File: config.mk
export PLATFORM = sky130hd
export DESIGN_NAME = ex_dm_pipe_stage_flat
export DESIGN_NICKNAME = d
export VERILOG_FILES = /design/src/rtl/ex_dm_pipe_stage_if.sv /design/src/rtl/ex_dm_pipe_stage.sv /design/src/flat_wrapper.sv
export SDC_FILE = /design/constraint.sdc
export NUM_CORES = 1
export LEC_CHECK = 0
export ABC_AREA = 1
export CORE_UTILIZATION = 45
export CTS_BUF_LIST = sky130_fd_sc_hd__clkbuf_4
export CTS_CLUSTER_DIAMETER = 200
export DETAILED_ROUTE_END_ITERATION = 7
export PLACE_DENSITY = 0.72
export SLEW_MARGIN = 15
export SYNTH_ARGS = -nofsm -noshare
export SYNTH_HDL_FRONTEND = slang
export SYNTH_SLANG_ARGS = --single-unit
File: constraint.sdc
create_clock -name clk -period 13.1 [get_ports clk]
set_clock_uncertainty 0.2 [all_clocks]
set_input_delay 1.31 -clock clk [delete_from_list [all_inputs] [get_ports clk]]
set_output_delay 1.31 -clock clk [all_outputs]
set_load 0.02 [all_outputs]
File: src/rtl/ex_dm_pipe_stage_if.sv
// EX->DM bundle interface: upstream valid/ready with the execute-stage bundle,
// downstream valid/ready with the captured data-memory bundle.
interface ex_dm_pipe_stage_if #(
    parameter int DATA_W  = 32,
    parameter int RADDR_W = 5
);
    logic               in_valid;
    logic               in_ready;
    logic [DATA_W-1:0]  in_alu_result;
    logic [DATA_W-1:0]  in_write_data;
    logic [RADDR_W-1:0] in_rd;
    logic               in_mem_read;
    logic               in_mem_write;
    logic               in_mem_to_reg;
    logic               in_reg_write;

    logic               out_valid;
    logic               out_ready;
    logic [DATA_W-1:0]  out_mem_address;
    logic [DATA_W-1:0]  out_write_data;
    logic [RADDR_W-1:0] out_rd;
    logic               out_mem_read;
    logic               out_mem_write;
    logic               out_mem_to_reg;
    logic               out_reg_write;

    modport master (
        output in_valid, in_alu_result, in_write_data, in_rd,
               in_mem_read, in_mem_write, in_mem_to_reg, in_reg_write,
               out_ready,
        input  in_ready, out_valid, out_mem_address, out_write_data, out_rd,
               out_mem_read, out_mem_write, out_mem_to_reg, out_reg_write
    );

    modport slave (
        input  in_valid, in_alu_result, in_write_data, in_rd,
               in_mem_read, in_mem_write, in_mem_to_reg, in_reg_write,
               out_ready,
        output in_ready, out_valid, out_mem_address, out_write_data, out_rd,
               out_mem_read, out_mem_write, out_mem_to_reg, out_reg_write
    );
endinterface

File: src/rtl/ex_dm_pipe_stage.sv
// EX->DM pipeline register with a 2-entry skid buffer, synchronous flush and a
// saturating count of back-pressured cycles.
module ex_dm_pipe_stage #(
    parameter int DATA_W  = 32,
    parameter int RADDR_W = 5,
    parameter int CNT_W   = 16
) (
    input  logic              clk,
    input  logic              reset,
    input  logic              flush,
    ex_dm_pipe_stage_if.slave bus,
    output logic [CNT_W-1:0]  stall_count
);

    typedef enum logic [1:0] {
        EMPTY = 2'd0,
        ONE   = 2'd1,
        TWO   = 2'd2
    } state_e;

    typedef struct packed {
        logic [DATA_W-1:0]  addr;
        logic [DATA_W-1:0]  wdata;
        logic [RADDR_W-1:0] rd;
        logic               mem_read;
        logic               mem_write;
        logic               mem_to_reg;
        logic               reg_write;
    } entry_t;

    function automatic entry_t kill_ctrl(input entry_t e);
        entry_t r;
        r            = e;
        r.mem_read   = 1'b0;
        r.mem_write  = 1'b0;
        r.mem_to_reg = 1'b0;
        r.reg_write  = 1'b0;
        return r;
    endfunction

    state_e           state_q, state_d;
    entry_t           main_q, main_d;
    entry_t           skid_q, skid_d;
    entry_t           in_e;
    logic [CNT_W-1:0] stall_q, stall_d;

    logic out_valid;
    logic in_ready;
    logic in_fire;
    logic out_fire;

    // Handshake outputs come from state flops only, so in_ready never
    // depends combinationally on out_ready or in_valid.
    assign out_valid = (state_q != EMPTY);
    assign in_ready  = (state_q != TWO);
    assign in_fire   = bus.in_valid & in_ready;
    assign out_fire  = out_valid & bus.out_ready;

    always_comb begin
        in_e.addr       = bus.in_alu_result;
        in_e.wdata      = bus.in_write_data;
        in_e.rd         = bus.in_rd;
        in_e.mem_read   = bus.in_mem_read;
        in_e.mem_write  = bus.in_mem_write;
        in_e.mem_to_reg = bus.in_mem_to_reg;
        in_e.reg_write  = bus.in_reg_write;
    end

    always_comb begin
        state_d = state_q;
        main_d  = main_q;
        skid_d  = skid_q;
        if (flush) begin
            state_d = EMPTY;
            main_d  = kill_ctrl(main_q);
            skid_d  = kill_ctrl(skid_q);
        end else begin
            unique case (state_q)
                EMPTY: begin
                    if (in_fire) begin
                        main_d  = in_e;
                        state_d = ONE;
                    end
                end
                ONE: begin
                    if (in_fire && out_fire) begin
                        main_d = in_e;
                    end else if (in_fire) begin
                        skid_d  = in_e;
                        state_d = TWO;
                    end else if (out_fire) begin
                        state_d = EMPTY;
                    end
                end
                TWO: begin
                    if (out_fire) begin
                        main_d  = skid_q;
                        state_d = ONE;
                    end
                end
                default: state_d = EMPTY;
            endcase
        end
    end

    always_comb begin
        stall_d = stall_q;
        if (out_valid && !bus.out_ready && (stall_q != '1)) begin
            stall_d = stall_q + CNT_W'(1);
        end
    end

    always_ff @(posedge clk or posedge reset) begin
        if (reset) begin
            state_q <= EMPTY;
            main_q  <= '0;
            skid_q  <= '0;
            stall_q <= '0;
        end else begin
            state_q <= state_d;
            main_q  <= main_d;
            skid_q  <= skid_d;
            stall_q <= stall_d;
        end
    end

    assign bus.out_valid       = out_valid;
    assign bus.in_ready        = in_ready;
    assign bus.out_mem_address = main_q.addr;
    assign bus.out_write_data  = main_q.wdata;
    assign bus.out_rd          = main_q.rd;
    assign bus.out_mem_read    = main_q.mem_read   & out_valid;
    assign bus.out_mem_write   = main_q.mem_write  & out_valid;
    assign bus.out_mem_to_reg  = main_q.mem_to_reg & out_valid;
    assign bus.out_reg_write   = main_q.reg_write  & out_valid;
    assign stall_count         = stall_q;

endmodule

File: src/flat_wrapper.sv
// flat-port wrapper written by rule: the top's interface ports become plain ports
module ex_dm_pipe_stage_flat 
#(
    parameter int DATA_W  = 32,
    parameter int RADDR_W = 5,
    parameter int CNT_W   = 16
)
  (clk, reset, flush, stall_count, bus_in_valid, bus_in_alu_result, bus_in_write_data, bus_in_rd, bus_in_mem_read, bus_in_mem_write, bus_in_mem_to_reg, bus_in_reg_write, bus_out_ready, bus_in_ready, bus_out_valid, bus_out_mem_address, bus_out_write_data, bus_out_rd, bus_out_mem_read, bus_out_mem_write, bus_out_mem_to_reg, bus_out_reg_write);
  ex_dm_pipe_stage_if #(.DATA_W(DATA_W), .RADDR_W(RADDR_W)) bus_i ();
  input  logic clk;
  input  logic reset;
  input  logic flush;
  output logic [CNT_W-1:0] stall_count;
  input wire logic [$bits(bus_i.in_valid)-1:0] bus_in_valid;
  input wire logic [$bits(bus_i.in_alu_result)-1:0] bus_in_alu_result;
  input wire logic [$bits(bus_i.in_write_data)-1:0] bus_in_write_data;
  input wire logic [$bits(bus_i.in_rd)-1:0] bus_in_rd;
  input wire logic [$bits(bus_i.in_mem_read)-1:0] bus_in_mem_read;
  input wire logic [$bits(bus_i.in_mem_write)-1:0] bus_in_mem_write;
  input wire logic [$bits(bus_i.in_mem_to_reg)-1:0] bus_in_mem_to_reg;
  input wire logic [$bits(bus_i.in_reg_write)-1:0] bus_in_reg_write;
  input wire logic [$bits(bus_i.out_ready)-1:0] bus_out_ready;
  output wire logic [$bits(bus_i.in_ready)-1:0] bus_in_ready;
  output wire logic [$bits(bus_i.out_valid)-1:0] bus_out_valid;
  output wire logic [$bits(bus_i.out_mem_address)-1:0] bus_out_mem_address;
  output wire logic [$bits(bus_i.out_write_data)-1:0] bus_out_write_data;
  output wire logic [$bits(bus_i.out_rd)-1:0] bus_out_rd;
  output wire logic [$bits(bus_i.out_mem_read)-1:0] bus_out_mem_read;
  output wire logic [$bits(bus_i.out_mem_write)-1:0] bus_out_mem_write;
  output wire logic [$bits(bus_i.out_mem_to_reg)-1:0] bus_out_mem_to_reg;
  output wire logic [$bits(bus_i.out_reg_write)-1:0] bus_out_reg_write;
  assign bus_i.in_valid = bus_in_valid;
  assign bus_i.in_alu_result = bus_in_alu_result;
  assign bus_i.in_write_data = bus_in_write_data;
  assign bus_i.in_rd = bus_in_rd;
  assign bus_i.in_mem_read = bus_in_mem_read;
  assign bus_i.in_mem_write = bus_in_mem_write;
  assign bus_i.in_mem_to_reg = bus_in_mem_to_reg;
  assign bus_i.in_reg_write = bus_in_reg_write;
  assign bus_i.out_ready = bus_out_ready;
  assign bus_in_ready = bus_i.in_ready;
  assign bus_out_valid = bus_i.out_valid;
  assign bus_out_mem_address = bus_i.out_mem_address;
  assign bus_out_write_data = bus_i.out_write_data;
  assign bus_out_rd = bus_i.out_rd;
  assign bus_out_mem_read = bus_i.out_mem_read;
  assign bus_out_mem_write = bus_i.out_mem_write;
  assign bus_out_mem_to_reg = bus_i.out_mem_to_reg;
  assign bus_out_reg_write = bus_i.out_reg_write;
  ex_dm_pipe_stage #(.DATA_W(DATA_W), .RADDR_W(RADDR_W), .CNT_W(CNT_W)) u_core (.clk(clk), .reset(reset), .flush(flush), .bus(bus_i), .stall_count(stall_count));
endmodule
* Word-level counts from Yosys, hierarchy flattened
Index checks and enable logic that the tools add are counted.
** Word-level totals
- Register bits after elaboration :: 164
- Input bits :: 78
- Output and inout port bits :: 91
- Logic and storage cells :: 69
** Operators by class
- Add/sub/neg operators :: 1
- Eq/ne operators :: 13
- Multiplexer cells :: 16
- Bitwise logic cells :: 8
- Reduce and logical (&&, ||, !) cells :: 15
** Operators with widths (count)
- 2-to-1 mux 73 bit :: 3
- one-hot mux 73 bit (3 select lines) :: 1
- 2-to-1 mux 4 bit :: 5
- adder 16 x 1 -> 16 bit, second input constant :: 1
- inequality test 16 bit, second input constant :: 1
- 2-to-1 mux 2 bit :: 6
- AND reduction 4 bit :: 3
- inequality test 3 x 2 -> 1 bit, second input constant :: 3
- AND 1 bit :: 6
- inequality test 2 x 1 -> 1 bit, second input constant :: 3
- one-hot mux 2 bit (3 select lines) :: 1
- nonzero test 2 bit :: 3
- AND reduction 5 bit :: 1
- inequality test 2 bit, second input constant :: 2
- inequality test 4 x 2 -> 1 bit, second input constant :: 1
- nonzero test 4 bit :: 1
- logical AND 1 bit :: 3
- inequality test 3 bit, second input constant :: 1
- AND reduction 3 bit :: 1
- nonzero test 3 bit :: 1
- == test 2 x 1 -> 1 bit, second input constant :: 1
- == test 2 bit, second input constant :: 1
- logical NOT 2 bit :: 1
- NOT 1 bit :: 2
- logical NOT 1 bit :: 1

* Longest topological paths before layout
Gate-level depths: netlist of the first run.
- Word-level depth :: 7
- Depth in mapped cells :: 10
- Mapped depth without buffers :: 9

* Least setup slack after synthesis of the first run
Ideal clock, no wire load.
- Path type :: reg2out
- Start :: register u_core.state_q[0]
- End :: output port bus_in_ready
- Data arrival time :: 894 ps
- Data required time :: 11590 ps
- Slack :: 10696 ps
- Stages on the path, launching flop included :: 5
- Buffers on the path :: 2
- Cell sequence :: dfrtp_1 inv_2 nand2_1 buf_4 buf_2
** On the way
- Word-level cells in the longest chain between the ends :: 1
** Ends and longest elaborated chain
- start, declared :: RTL line ex_dm_pipe_stage.sv:41 : state_e state_q, state_d;
- start signal, assigned :: RTL line ex_dm_pipe_stage.sv:120 : state_q <= state_d;
- inequality test 2 bit :: RTL line ex_dm_pipe_stage.sv:55 : assign in_ready = (state_q != TWO);
- end, declared :: RTL line flat_wrapper.sv:23 : output wire logic [$bits(bus_i.in_ready)-1:0] bus_in_ready;
Every way passes these cells.

* Worst setup path after layout of the first run
- Start :: register u_core.state_q[1]
- End :: output port bus_in_ready
The elaborated chain is that of the path after synthesis.

==> results.json, run 1 <==
{
  "cts_root_buffer": "clkbuf_4",
  "start_util_pct": 45.9,
  "final_common_cell": "nand2_1",
  "routed_wl_um": 16300,
  "grt_pass1_wl_um": 26400,
  "slowest_delay_ps": 730,
  "synth_warnings": 0,
  "hold_viol_final": 0,
  "regArea_um2": 4100,
  "holdPathStages": 2,
  "hold-worst-slack_ps": 295,
  "cts.clk_slew.worst_paths_ps": 130,
  "worstPathCellList": "nand2_2 > buf_4 > clkdlybuf4s50_1",
  "period_share_pct": 29.5,
  "hold_end": "u_core.skid_q[44]$_DFFE_PP0P_",
  "antenna_found_initial": 1,
  "overflow": 0,
  "clockBufferDepth": 2,
  "grt_max_degree": 100,
  "netlist_instances": 957,
  "cp-start-kind": "flop",
  "hpwl_um": 10700,
  "cts_resized": 0,
  "die_area_um2": 18800,
  "ys_seq_elements": 164,
  "slew_headroom_pct": 29.8,
  "synth_cell_types": 31,
  "fill_cells": 1674,
  "drv_slew": 0,
  "fin_setup_tns_ps": 0,
  "die_h_um": 137,
  "synth_edf_count": 0,
  "ir_drop_mv": 0.0873,
  "htree_levels": 4,
  "syn_area_um2": 8210,
  "portBuffers": 168,
  "routabilityCongestion": 0.800,
  "multiInputGateArea_um2": 2910,
  "synth_ff_type": "dfrtp_1",
  "cts_buffers": 17,
  "dr.pass1.iters": 4,
  "area_growth_pct": 17.3,
  "drc": 0,
  "crit_type": "flop to output pin",
  "postCtsSetupRepairBufs": 0,
  "power_density_nw_per_um2": 165,
  "r2r_slack_ps": 10120,
  "die_w_um": 137,
  "tightestPinTransition_ps": 1050,
  "setup_violations": 0,
  "r2r_cells": 7,
  "crit_fanout": 64,
  "yosysSeqAreaShare_pct": 50.0,
  "worstPathRequired_ps": 11590,
  "status": "finished, final reports clean",
  "syn_area_per_cell_um2": 8.58,
  "wl_per_cell_um": 12.8,
  "critPathCaptureType": "output pin",
  "hold_path_class": "flop to flop",
  "synthesis.nets": 1036,
  "clk-insertion-delay-late_ps": 550,
  "rsz0062_at_grt": "false",
  "nets": 1111,
  "antenna_left": 0,
  "via_per_inst": 4.78,
  "drive_above_1_share_pct": 7.66,
  "cp_slowest_cell": "clkdlybuf4s50_1",
  "grt_pass1_vias": 5391,
  "rows": 49,
  "numClockSinks": 164,
  "async_reset_ff_share_pct": 100,
  "layout_common_cells": "nand2_1 (250), clkdlybuf4s50_1 (168), dfrtp_1 (164), inv_1 (92), o21a_1 (69)",
  "tritoncts": "yes",
  "design.core.area_um2": 17900,
  "min-delay-start": "u_core.skid_q[44]$_DFFE_PP0P_",
  "drv_cap": 0,
  "fmax_ghz": 0.259,
  "holdBufCountCts": 0,
  "grt.total_usage_pct": 18.1,
  "p_leak_nw": 4.25,
  "io_pins": 169,
  "cp_num_buf_inv": 2,
  "cp.arrival_ps": 2360,
  "critical_path.top_delay_family": "buffers and inverters",
  "r2r_start": "u_core.state_q[1]$_DFFE_PP0P_",
  "drt-initial-drc-count": 388,
  "vias": 6086,
  "rr_endpoint": "u_core.skid_q[12]$_DFFE_PP0P_",
  "period_minus_slack_ps": 3870
}
[cells in the mapped netlist (2+ instances only)]
library cell	number	area, um2
nand3_1	14	70.1
clkbuf_1	5	18.8
inv_1	93	349
nor2_2	3	18.8
inv_2	3	11.3
buf_2	24	120
dfrtp_1	164	4100
nor2_1	59	221
nand2_1	251	942
o21ai_0	65	325
buf_4	75	563
nor2_4	2	22.5
a21oi_1	10	50.1
o211ai_1	4	30.0
buf_6	13	146
nand4_1	9	56.3
nand2_2	3	18.8
o21ai_1	46	230
a21oi_2	29	254
o21a_1	69	518
xnor2_1	6	52.6
[metal layers]
layer  vias up  track usage (%)  wire length (um)
li1       3124                -                 -
met1      2803             25.5              7740
met2       144             27.0              7500
met3        15             4.74               819
met4         0             6.11               267
met5         -                0                 0
[per-stage QoR]
step | setup slack (ps) | total power [mW] | std cells | cell area [um2] | util (%)
finish | 9230 | 1.59 | 1274 | 9630 | 53.8
global route | 9060 | 1.70 | 1274 | 9630 | 53.8
CTS | 9180 | 1.61 | 1273 | 9630 | 53.8
detailed placement | 8850 | 1.34 | 1242 | 9390 | 52.4
global placement | 8930 | 1.32 | 1242 | 9390 | 52.4
floorplan | 7160 | 1.20 | 957 | 8210 | -
[worst max path at each step]
stage                             startpoint                                   endpoint  depth (start not counted)
4_1_cts        u_core.state_q[1]$_DFFE_PP0P_                               bus_in_ready                          3
3_5_place_dp                           flush              u_core.skid_q[16]$_DFFE_PP0P_                          6
2_1_floorplan                          reset  u_core.bus.out_mem_address[0]$_DFFE_PP0P_                          1
5_1_grt        u_core.state_q[1]$_DFFE_PP0P_                               bus_in_ready                          3
3_3_place_gp                           flush              u_core.skid_q[18]$_DFFE_PP0P_                          6
6_report       u_core.state_q[1]$_DFFE_PP0P_                               bus_in_ready                          3
[cells by family after synthesis]
logic type / Yosys count / synth area share, %
simple gates: 345 / 16.9
compound gates: 226 / 17.5
buf+inv: 214 / 14.8
flops: 164 / 50.0
xor+xnor: 7 / 0.747
fa+ha+maj: 1 / 0.152
[where the power goes]
group / internal, mW / switching [mW] / leakage (nW)
registers: 0.678 / 0.0866 / 1.90
clock network: 0.0964 / 0.172 / 0.119
logic: 0.264 / 0.291 / 2.23
total: 1.04 / 0.549 / 4.25
[final cells by class]
| type | count | share of cell area (%) |
|---|---|---|
| flip-flops and latches | 164 | 42.6 |
| multi-input cells | 579 | 30.2 |
| repair buffers | 173 | 17.9 |
| inverters | 97 | 3.86 |
| well taps | 229 | 2.98 |
| clock buffers | 20 | 1.56 |
| clock inverters | 11 | 0.922 |
| diodes | 1 | 0.0260 |
[worst min-delay path, stage by stage (launching register included)]
cell,delay [ps]
dfrtp_1,360
nand2_1,50
o21ai_0,60
[sequential cells by signal, summed over array words and instances, names as in the netlist]
signal                      cells
u_core.stall_count             16
u_core.bus.out_rd               5
u_core.bus.out_mem_address     32
u_core.skid_q                  73
u_core.bus.out_write_data      32
u_core.main_q                   4
u_core.state_q                  2
Note: power is estimated with default switching activity, not from simulation.
==> run 2, diff against run 1 <==
==> constraint.sdc (replaced) <==
create_clock -name clk -period 3.8 [get_ports clk]
set_clock_uncertainty 0.2 [all_clocks]
set_input_delay 0.38 -clock clk [delete_from_list [all_inputs] [get_ports clk]]
set_output_delay 0.38 -clock clk [all_outputs]
set_load 0.02 [all_outputs]
==> run 2 against run 1 <==
  * Worst hold slack worse by 150 ps
  * Count of clock-buffer cells in the layout unchanged
  * Setup slack worse by 8500 ps
  * Sequential power rose to 3.5 times the previous value
  * Clock power rose to 3.7 times the previous value
==> results.json, run 2 (synthesis results as in run 1) <==
{
  "status": "finished, final reports clean",
  "critPathCaptureType": "output pin",
  "fill_cells": 1688,
  "regMostFlops": "u_core.skid_q",
  "area_growth_pct": 18.3,
  "grt.total_usage_pct": 17.9,
  "numClockSinks": 164,
  "clockBufferDepth": 2,
  "htree_levels": 4,
  "rr_endpoint": "u_core.skid_q[68]$_DFFE_PP0P_",
  "dp.cells": 1247,
  "drive_above_1_share_pct": 8.10,
  "die_w_um": 137,
  "dr.pass1.iters": 4,
  "drv_slew": 0,
  "clk-insertion-delay-late_ps": 520,
  "tightestPinTransition_ps": 819,
  "via_per_inst": 4.73,
  "tritoncts": "yes",
  "portBuffers": 168,
  "r2r_slack_ps": 1290,
  "p_leak_nw": 4.29,
  "postCtsSetupRepairBufs": 0,
  "fmax_ghz": 0.324,
  "period_share_pct": 81.3,
  "fin_setup_tns_ps": 0,
  "die_area_um2": 18800,
  "grt_max_degree": 131,
  "wl_per_cell_um": 12.7,
  "cp-start-kind": "flop",
  "cp.arrival_ps": 2510,
  "die_h_um": 137,
  "grt_pass1_wl_um": 26200,
  "multiInputGateArea_um2": 2910,
  "worstPathCellList": "inv_2 > nand2_2 > buf_4 > clkdlybuf4s50_1",
  "slowest_delay_ps": 670,
  "cp_slowest_cell": "clkdlybuf4s50_1",
  "cts.clk_slew.worst_paths_ps": 130,
  "regArea_um2": 4100,
  "stdcell_count": 1279,
  "crit_fanout": 39,
  "worstPathRequired_ps": 3220,
  "power_density_nw_per_um2": 571,
  "r2r_start": "u_core.state_q[1]$_DFFE_PP0P_",
  "hold_viol_final": 0,
  "setup_violations": 0,
  "routed_wl_um": 16200,
  "design.core.area_um2": 17900,
  "rows": 49,
  "drt-initial-drc-count": 308,
  "final_common_cell": "nand2_1",
  "crit_start": "u_core.state_q[0]$_DFFE_PP0P_",
  "overflow": 0,
  "layout_common_cells": "nand2_1 (250), clkdlybuf4s50_1 (168), dfrtp_1 (164), inv_1 (92), o21a_1 (69)",
  "hpwl_um": 10900,
  "antenna_left": 0,
  "largest_reg_flops": 73,
  "cts_resized": 0,
  "drc": 0,
  "r2r_cells": 7,
  "routabilityCongestion": 0.799,
  "final_util_pct": 54.3,
  "vias": 6048,
  "drv_cap": 0,
  "period_minus_slack_ps": 3090,
  "antenna_found_initial": 1,
  "grt_pass1_vias": 5361,
  "cts_buffers": 17,
  "rsz0062_at_grt": "false",
  "crit_type": "flop to output pin",
  "ir_drop_mv": 0.272,
  "cts_root_buffer": "clkbuf_4",
  "nets": 1116,
  "holdBufCountCts": 0,
  "start_util_pct": 45.9,
  "slew_headroom_pct": 45.3,
  "io_pins": 169,
  "hold_path_class": "primary input to asynchronous set/reset pin",
  "endpoint": "bus_in_ready"
}
-- run 2: power by group --
| part | total (mW) | switching [mW] | internal (mW) |
|---|---|---|---|
| sequential | 2.64 | 0.301 | 2.34 |
| combinational | 1.92 | 0.996 | 0.920 |
| clock | 0.994 | 0.593 | 0.401 |
-- run 2: area by class of cell --
class	count	area share, %
Antenna cell	1	0.0258
Tap cell	229	2.95
Multi-Input combinational cell	579	29.9
Sequential cell	164	42.2
Clock inverter	11	1.16
Timing Repair Buffer	178	18.3
Inverter	97	3.81
Clock buffer	20	1.55
-- run 2: routing by layer --
metal  routed length (um)  GRT usage [%]  vias up
li1                     -              -     3129
met1                 7700           24.1     2781
met2                 7510           28.0      124
met3                  805           5.00       14
met4                  201           5.49        0
met5                    0              0        -
-- run 2: per-stage QoR --
step	power (mW)	instance area, um2	hold slack, ps	worst slack, ps
after floorplan	4.13	8210	248	1140
after global placement	4.56	9450	261	1020
after detailed placement	4.62	9450	269	989
after CTS	5.63	9710	112	637
after global routing	5.92	9720	123	480
final	5.55	9720	141	710
-- run 2: worst min-delay path by stage --
| stage | slack [ps] | to | start | depth (start not counted) |
|---|---|---|---|---|
| finish | 140 | u_core.bus.out_write_data[13]$_DFFE_PP0P_ | reset | 3 |
| global route | 120 | u_core.bus.out_write_data[13]$_DFFE_PP0P_ | reset | 3 |
| CTS | 110 | u_core.bus.out_write_data[13]$_DFFE_PP0P_ | reset | 3 |
| detailed placement | 270 | u_core.skid_q[8]$_DFFE_PP0P_ | u_core.skid_q[8]$_DFFE_PP0P_ | 2 |
| global placement | 260 | u_core.skid_q[47]$_DFFE_PP0P_ | u_core.skid_q[47]$_DFFE_PP0P_ | 2 |
| floorplan | 250 | u_core.skid_q[38]$_DFFE_PP0P_ | u_core.skid_q[38]$_DFFE_PP0P_ | 2 |
-- run 2: critical path: cells and delay by family (launching register included) --
family / cells / cell delay, ps
buffers and inverters: 3 / 1170
DFF: 1 / 430
and+or+nand+nor: 1 / 370
==> run 3, diff against run 2 <==
==> constraint.sdc (replaced) <==
create_clock -name clk -period 2.9 [get_ports clk]
set_clock_uncertainty 0.2 [all_clocks]
set_input_delay 0.29 -clock clk [delete_from_list [all_inputs] [get_ports clk]]
set_output_delay 0.29 -clock clk [all_outputs]
set_load 0.02 [all_outputs]
==> run 3 against run 2 <==
  * Clock power is 46% higher
  * Sequential share of layout area is 0.80 points lower
  * Largest power group unchanged
  * Critical path type unchanged
  * Worst hold slack lost 39 ps
  * Count of clock-buffer cells in the layout is 3 lower
  * Via count rose by 0.66%
  * Largest cell class unchanged
  * Sequential cell count did not move
  * Highest routed layer unchanged
  * Core utilization up 1.0 points
  * Die area unchanged
  * Cell area grew 1.9%
==> results.json, run 3 (synthesis results as in run 1) <==
{
  "status": "finished, final reports clean",
  "placed_area_um2": 9590,
  "die_h_um": 137,
  "stdcell_count": 1289,
  "layout_common_cells": "nand2_1 (250), clkdlybuf4s50_1 (168), dfrtp_1 (164), inv_1 (92), o21a_1 (69)",
  "crit_fanout": 11,
  "cts_root_buffer": "clkbuf_4",
  "nets": 1125,
  "rsz0062_at_grt": "false",
  "slowest_delay_ps": 680,
  "hpwl_um": 11300,
  "numClockSinks": 164,
  "worstPathRequired_ps": 2410,
  "postCtsSetupRepairBufs": 0,
  "drt-initial-drc-count": 279,
  "dp.cells": 1255,
  "cp.arrival_ps": 1990,
  "final_common_cell": "nand2_1",
  "cp-start-kind": "flop",
  "dr.pass1.iters": 5,
  "die_area_um2": 18800,
  "period_share_pct": 85.3,
  "via_per_inst": 4.72,
  "tritoncts": "yes",
  "power_density_nw_per_um2": 753,
  "design.core.area_um2": 17900,
  "tightestPinTransition_ps": 570,
  "htree_levels": 4,
  "antenna_found_initial": 1,
  "cts_resized": 0,
  "fin_setup_tns_ps": 0,
  "period_minus_slack_ps": 2480,
  "clockBufferDepth": 2,
  "slew_headroom_pct": 61.9,
  "regMostFlops": "u_core.skid_q",
  "vias": 6088,
  "rows": 49,
  "r2r_cells": 8,
  "grt.total_usage_pct": 18.4,
  "hold_viol_final": 0,
  "die_w_um": 137,
  "drv_slew": 0,
  "cts.clk_slew.worst_paths_ps": 150,
  "final.setup.worst_slack_ps": 425,
  "largest_reg_flops": 73,
  "p_leak_nw": 4.39,
  "holdBufCountCts": 1,
  "drv_cap": 0,
  "start_util_pct": 45.9,
  "cp_slowest_cell": "clkdlybuf4s50_1",
  "grt_max_degree": 83,
  "fill_cells": 1656,
  "antenna_left": 0,
  "fmax_ghz": 0.404,
  "p_total_mw": 7.46,
  "grt_pass1_vias": 5404,
  "portBuffers": 168,
  "routed_wl_um": 16400,
  "wl_per_cell_um": 12.7,
  "cts_buffers": 17,
  "drive_above_1_share_pct": 8.97,
  "critPathCaptureType": "output pin",
  "crit_type": "flop to output pin",
  "ir_drop_mv": 0.356,
  "holdPathStages": 3,
  "area_growth_pct": 20.6,
  "clk-insertion-delay-late_ps": 550,
  "grt_pass1_wl_um": 26600,
  "drc": 0,
  "overflow": 0,
  "setup_violations": 0,
  "io_pins": 169,
  "final_area_um2": 9900,
  "routabilityCongestion": 0.817,
  "hold_path_class": "primary input to flop",
  "dp_slack_ps": 463,
  "worstPathCellList": "nand2_2 > clkdlybuf4s50_1"
}
==> run 3: cell types whose count changed in the layout (fill, tap and decap cells not counted), sizes merged <==
cell | previous run | this run
clkinvlp | 4 | 1
buf | 10 | 18
dlygate4sd3 | 0 | 1
clkbuf | 20 | 17
inv | 96 | 101
clkinv | 6 | 7
bufinv | 2 | 3
==> run 3: power breakdown <==
part           switching (mW)  internal [mW]
Sequential              0.392           3.06
Clock                   0.841          0.608
Combinational            1.32           1.24
==> run 3: worst paths after layout <==
path / from / endpoint / slack (ps)
max: u_core.state_q[1]$_DFFE_PP0P_ / bus_in_ready / 420
min: bus_in_alu_result[8] / u_core.skid_q[49]$_DFFE_PP0P_ / 100
max reg2reg: u_core.state_q[0]$_DFFE_PP0P_ / u_core.bus.out_write_data[12]$_DFFE_PP0P_ / 760
min reg2reg: u_core.skid_q[49]$_DFFE_PP0P_ / u_core.skid_q[49]$_DFFE_PP0P_ / 300
max in group asynchronous: reset / u_core.bus.out_mem_address[17]$_DFFE_PP0P_ / 1550
min in group asynchronous: reset / u_core.bus.out_write_data[16]$_DFFE_PP0P_ / 560
==> run 3: area by class of cell <==
| class | count | area [um2] | area share [%] |
|---|---|---|---|
| antenna | 1 | 2.50 | 0.0253 |
| multi-input combinational | 579 | 2910 | 29.4 |
| sequential | 164 | 4100 | 41.4 |
| clock inverter | 15 | 178 | 1.79 |
| timing repair buffer | 187 | 1930 | 19.5 |
| inverter | 97 | 370 | 3.74 |
| clock buffer | 17 | 128 | 1.29 |
| tap | 229 | 287 | 2.89 |
==> run 3: per-layer routing <==
| metal | GRT usage (%) | part of all wire [%] | wire length (um) |
|---|---|---|---|
| met2 | 27.9 | 46 | 7570 |
| met3 | 4.11 | 4.9 | 809 |
| met4 | 6.72 | 1.3 | 219 |
| met5 | 0 | 0 | 0 |
| met1 | 25.6 | 48 | 7830 |
==> run 3: through the flow <==
stage	util [%]	hold slack, ps
finish	55.3	102
global route	55.3	45.9
CTS	55.3	32.5
detailed placement	53.5	268
global placement	53.5	262
floorplan	-	188
==> run 3: critical path, delay by kind of cell, from the launching register on <==
kind / cells / cell delay, ps
buf+inv: 1 / 680
flops: 1 / 480
simple gates: 1 / 270
